--- config.mk ---
export PLATFORM = sky130hd
export DESIGN_NAME = ds_line_sched
export DESIGN_NICKNAME = d
export VERILOG_FILES = /design/src/rtl/ds_pkg.sv /design/src/rtl/ds_pos_cnt.sv /design/src/rtl/ds_line_sched.sv
export SDC_FILE = /design/constraint.sdc
export NUM_CORES = 1
export LEC_CHECK = 0
export CAP_MARGIN = 0
export CORE_MARGIN = 2
export CORE_UTILIZATION = 45
export CTS_CLUSTER_DIAMETER = 200
export DETAILED_ROUTE_END_ITERATION = 12
export PLACE_DENSITY = 0.72
export SLEW_MARGIN = 20
export SYNTH_ARGS = -nofsm -noshare
export SYNTH_HDL_FRONTEND = slang
export SYNTH_SLANG_ARGS = --single-unit
--- constraint.sdc ---
create_clock -name clk -period 7.2 [get_ports clk]
set_input_delay 1.8 -clock clk [delete_from_list [all_inputs] [get_ports clk]]
set_output_delay 1.8 -clock clk [all_outputs]
set_load 0.005 [all_outputs]
--- src/rtl/ds_pkg.sv ---
// Shared definitions for the DownSample line sequencer: state encoding and
// the minimum frame geometry accepted on sof.
package ds_pkg;

   typedef enum logic [1:0] {
      ST_IDLE   = 2'd0,
      ST_FILL   = 2'd1,
      ST_STREAM = 2'd2
   } ds_state_e;

   localparam int DS_MIN_DIM = 2;

endpackage

--- src/rtl/ds_pos_cnt.sv ---
// Column/row position counter for one frame. Wraps the column at the latched
// line width and the row at the latched height, and reports terminal counts.
module ds_pos_cnt
   import ds_pkg::*;
#(
   parameter int AWIDTH = 11,
   parameter int HWIDTH = 11
) (
   input  logic              clk,
   input  logic              rst,
   input  logic              i_clr,
   input  logic              i_adv,
   input  logic [AWIDTH-1:0] i_width,
   input  logic [HWIDTH-1:0] i_height,
   output logic [AWIDTH-1:0] o_col,
   output logic [HWIDTH-1:0] o_row,
   output logic              o_col_tc,
   output logic              o_row_tc
);

   logic [AWIDTH-1:0] r_col;
   logic [HWIDTH-1:0] r_row;
   logic              w_col_tc;
   logic              w_row_tc;

   assign w_col_tc = (r_col == i_width - AWIDTH'(1));
   assign w_row_tc = (r_row == i_height - HWIDTH'(1));

   // The final pixel of a frame wraps both counters back to the origin, so
   // an IDLE sequencer always reports position (0,0).
   always_ff @(posedge clk or posedge rst) begin
      if (rst) begin
         r_col <= '0;
         r_row <= '0;
      end else if (i_clr) begin
         r_col <= '0;
         r_row <= '0;
      end else if (i_adv) begin
         if (w_col_tc) begin
            r_col <= '0;
            r_row <= w_row_tc ? '0 : r_row + HWIDTH'(1);
         end else begin
            r_col <= r_col + AWIDTH'(1);
         end
      end
   end

   assign o_col    = r_col;
   assign o_row    = r_row;
   assign o_col_tc = w_col_tc;
   assign o_row_tc = w_row_tc;

endmodule

--- src/rtl/ds_line_sched.sv ---
// Frame sequencer for the single-line SRAM buffer: pairs each pixel of row r
// with the same column of row r-1 and flags completed 2x2 decimation windows.
module ds_line_sched
   import ds_pkg::*;
#(
   parameter int AWIDTH = 11,
   parameter int HWIDTH = 11
) (
   input  logic              clk,
   input  logic              rst,
   input  logic              clken,
   input  logic              sof,
   input  logic [AWIDTH-1:0] width,
   input  logic [HWIDTH-1:0] height,
   input  logic              valid_in,
   output logic              wr_en,
   output logic              rd_en,
   output logic [AWIDTH-1:0] line_width,
   output logic [AWIDTH-1:0] col,
   output logic [HWIDTH-1:0] row,
   output logic              win_valid,
   output logic              frame_done,
   output logic              busy,
   output logic              cfg_err,
   output logic [1:0]        dbg_state
);

   ds_state_e         r_state;
   ds_state_e         w_state_nxt;
   logic [AWIDTH-1:0] r_width;
   logic [HWIDTH-1:0] r_height;
   logic              r_win;
   logic              r_done;
   logic              r_cfg_err;

   logic              w_sof;
   logic              w_geom_ok;
   logic              w_busy;
   logic              w_accept;
   logic [AWIDTH-1:0] w_col;
   logic [HWIDTH-1:0] w_row;
   logic              w_col_tc;
   logic              w_row_tc;

   assign w_sof     = clken & sof;
   assign w_geom_ok = (width >= AWIDTH'(DS_MIN_DIM)) && !width[0] &&
                      (height >= HWIDTH'(DS_MIN_DIM)) && !height[0];
   assign w_busy    = (r_state != ST_IDLE);
   // Handshake: a pixel is taken when valid_in is high in an enabled cycle of
   // an active frame; there is no backpressure, and sof wins over the pixel.
   assign w_accept  = clken & valid_in & w_busy & ~sof;

   ds_pos_cnt #(
      .AWIDTH (AWIDTH),
      .HWIDTH (HWIDTH)
   ) u_pos_cnt (
      .clk      (clk),
      .rst      (rst),
      .i_clr    (w_sof),
      .i_adv    (w_accept),
      .i_width  (r_width),
      .i_height (r_height),
      .o_col    (w_col),
      .o_row    (w_row),
      .o_col_tc (w_col_tc),
      .o_row_tc (w_row_tc)
   );

   always_comb begin
      w_state_nxt = r_state;
      if (w_sof) begin
         w_state_nxt = w_geom_ok ? ST_FILL : ST_IDLE;
      end else begin
         case (r_state)
            ST_FILL: begin
               if (w_accept && w_col_tc) w_state_nxt = ST_STREAM;
            end
            ST_STREAM: begin
               if (w_accept && w_col_tc && w_row_tc) w_state_nxt = ST_IDLE;
            end
            default: w_state_nxt = r_state;
         endcase
      end
   end

   always_ff @(posedge clk or posedge rst) begin
      if (rst) begin
         r_state <= ST_IDLE;
      end else if (clken) begin
         r_state <= w_state_nxt;
      end
   end

   always_ff @(posedge clk or posedge rst) begin
      if (rst) begin
         r_width   <= '0;
         r_height  <= '0;
         r_cfg_err <= 1'b0;
      end else if (w_sof) begin
         if (w_geom_ok) begin
            r_width   <= width;
            r_height  <= height;
            r_cfg_err <= 1'b0;
         end else begin
            r_cfg_err <= 1'b1;
         end
      end
   end

   // Window closes on the odd/odd pixel: its three partners are already in
   // the line buffer or the averaging datapath.
   always_ff @(posedge clk or posedge rst) begin
      if (rst) begin
         r_win  <= 1'b0;
         r_done <= 1'b0;
      end else if (clken) begin
         r_win  <= w_accept & w_row[0] & w_col[0];
         r_done <= w_accept & (r_state == ST_STREAM) & w_col_tc & w_row_tc;
      end
   end

   assign wr_en      = w_accept;
   assign rd_en      = w_accept & (r_state == ST_STREAM);
   assign line_width = r_width;
   assign col        = w_col;
   assign row        = w_row;
   assign win_valid  = r_win;
   assign frame_done = r_done;
   assign busy       = w_busy;
   assign cfg_err    = r_cfg_err;
   assign dbg_state  = r_state;

endmodule

==> results.md <==
- Status: finished, final reports clean
- Top-Level Pins: 68
- 1st-pass router iterations: 4
- Final HPWL DP: 5740 um
- First-pass GRT wire length: 12600 um
- Final hold vios: 0
- Gpl congestion: between 0.8 and 0.9
- TritonCTS Sinks: 49
- Max FO, Critical Path: 10
- CTS clk-pin slew, worst paths: 0.09 ns
- Synth Warn #: 0
- CP Buf/Inv Count: 3
- Worst r2r dst: dbg_state[1]
- Clock buffer count from CTS: 5
- PwrDens: about 210 mW/mm^2
- CP arrival: 3.41 ns
- Vias: ~2800
- DR iter-0 viols: 130
- Vias/cell: 5.72
- Setup Viol. Count Final: 0
- Critical Path RT: 5.40 ns
- Max incr delay on CP: 0.50 ns
- Clock latency on the worst-skew pair: 0.30 ns
- Yosys top cell area share: 0.388
- Skew final: 0.0109 ns
- H-tree depth: 2
- Hold-critical path depth: 1
- Die X: 87.8 um
- RSZ-0062 raised after global routing: no
- Crit. End Element: output port
- Area leader, netlist: dfrtp_1
- Maximum number of pins on one net before global-route repair: 50
- Share of layout cells above drive strength 1: 0.109
- Critical path class: in -> out
- Sum of negative setup slack: 0 ns
- Worst-margin pin slew: 0.857 ns
- Die area: roughly 0.0077 mm^2
- CTS tree: built
- Hold Path Class: reg -> reg
- Initial Util: 0.465
- Critical path, cell by cell: clkdlybuf4s50_1, nor4bb_2, buf_4, and2_1, clkdlybuf4s50_1
- Crit share post-route: 0.724
- Global-route usage over all layers: 0.207
- Setup bufs post-CTS: 0
- Synth cell types: 60
- Hold Crit Start: win_valid
- Sequential share of the synthesized area: 0.388
- Length of routed met2 wiring: 3740 um
- Critical path launch point type: input pin
- Post-route minimum period: 5.21 ns
- DRT antenna net count: 0
- Syn nets: approximately 360
- CP top delay family: buffers and inverters
- Syn_area_per_cell: 9.60 um^2
- Area grow syn2layout: 27.0%
- Ys flop type: dfrtp_1
- Drt total wl: 7660 um
- Max Slew Vio Count: 0
- Number of max-cap violations: 0
- Layout Nets: 426
- Die height: 87.8 um
- Gate Count Post-Synth: 329
- Post-Syn Area: 0.00316 mm^2
- VDD IR max: about 100 uV
- CTS Buffer Depth: 2
- CORE AREA: 0.00679 mm^2
- Pleak: 1.54 nW
- Flop2flop setup slack: 3.75 ns
- Pwr Total: 0.000854 W
- Hold_buf cts: 0
- Crit path top cell by count: clkdlybuf4s50_1
- Initial antenna violation count: 0
- Post-synth EDFFs: 0
- Reg2reg start: r_height[0]
- Wire per inst: 15.7 um
- F_max: 0.192 GHz
- Flops & latches, synth: 49
- CTS root buf: clkbuf_8
- # DRC: 0
- Max layer used: met4
- Top post-synthesis cells by count: dfrtp_1, inv_1, xnor2_1, mux2_2, o21ai_0
- Fraction of registers with async set/reset: 1.00
- Ant. Diodes: 0
- Count leader, synth: dfrtp_1
- Routed wl met3: 331 um
- Vias in the first global route: roughly 2700
- Hold endpoint: win_valid
- Max_slew headroom: 0.428
- Critical-path top delay cell: clkdlybuf4s50_1
- Post_cts resized: 0
- # rows: 30
- R2R depth: 9
- Total gr overflow: 0
- PortBufs: 67
- Synth top area cells: dfrtp_1, mux2_2, xnor2_1, o21ai_0, inv_1
- M1 WL: 3510 um
-- stage by stage --
| step | cells | utilization | cell area, um^2 | hold WS, ns | setup slack (ns) |
|---|---|---|---|---|---|
| 6_report | 489 | 0.590 | 4010 | 0.503 | 1.99 |
| 5_1_grt | 489 | 0.590 | 4010 | 0.524 | 1.91 |
| 2_1_floorplan | 329 | - | 3160 | 0.487 | 2.98 |
| 3_5_place_dp | 481 | 0.576 | 3920 | 0.487 | 2.00 |
| 3_3_place_gp | 481 | 0.576 | 3920 | 0.474 | 2.01 |
| 4_1_cts | 489 | 0.588 | 4000 | 0.509 | 2.00 |
-- worst max path at each step --
stage / start / endpoint / slack (ns) / cells after the start
global placement: clken / rd_en / 2.01 / 5
CTS: sof / rd_en / 2.00 / 5
detailed placement: clken / rd_en / 2.00 / 5
floorplan: sof / rd_en / 2.98 / 3
global route: clken / rd_en / 1.91 / 5
finish: sof / rd_en / 1.99 / 5
-- worst register-to-register path: stages (launching register included) --
cell       delay (ns)
dfrtp_1          0.43
inv_1            0.09
ha_1             0.29
or4b_1           0.58
nor3_1           0.23
o2111ai_1        0.13
a2111oi_0        0.66
nand4_1          0.28
or4_1            0.52
o211a_1          0.14
-- cell families after synthesis --
logic type | count (synthesis) | share of synthesized area
adder cells (fa/ha/maj) | 7 | 0.0277
flip-flops | 49 | 0.388
buffers and inverters | 36 | 0.0440
AND/OR/NAND/NOR | 108 | 0.207
AO/OA/AOI/OAI | 76 | 0.170
multiplexers | 22 | 0.0776
XOR/XNOR | 31 | 0.0859
-- state kept, by name (all words and copies together), names as in the netlist --
name,cells
cfg_err,1
dbg_state,2
frame_done,1
line_width,11
r_height,11
u_pos_cnt.o_col,11
u_pos_cnt.o_row,11
win_valid,1
-- cells in the final DEF, fill, tap and decap left out, drive strengths merged, types with 2 or more instances in the layout --
cell type and instances:
o211ai 3, clkbuf 6, o31ai 2, nand3 15, nand3b 5, or4 2
clkdlybuf4s50 67, mux2i 2, a21boi 5, clkinv 3, o21a 2, and2 3
and3b 2, nor3b 2, nor3 10, xnor2 23, mux2 20, xor2 8
inv 23, a211oi 5, ha 7, a31oi 13, and4 2, nand4 5
o21ai 18, nor4 6, dfrtp 49, or4b 3, a41oi 2, nand2 9
a21oi 6, o22ai 5, a2111oi 3, or3 8, and3 8, nor2 16
a31o 2, o32ai 2, nand2b 6
-- report_power, final --
group          leakage [nW]  switching, W  internal, W  total [W]
Combinational         0.861      0.000144     0.000174   0.000318
Clock                0.0450     0.0000912    0.0000676   0.000159
Sequential            0.637     0.0000642     0.000314   0.000378
-- area by class of cell --
| cell class | count | area, um^2 |
|---|---|---|
| Sequential cell | 49 | 1230 |
| Clock inverter | 2 | 10.0 |
| Clock buffer | 6 | 72.6 |
| Fill cell | 602 | 2780 |
| Multi-Input combinational cell | 244 | 1810 |
| Timing Repair Buffer | 68 | 678 |
| Inverter | 24 | 91.3 |
| Tap cell | 96 | 120 |
-- per-layer routing --
layer	GRT usage	up-vias
li1	-	1352
met1	0.271	1361
met2	0.349	79
met3	0.0434	6
met4	0.0531	0
met5	0	-
Note: power is estimated with default switching activity, not from simulation.
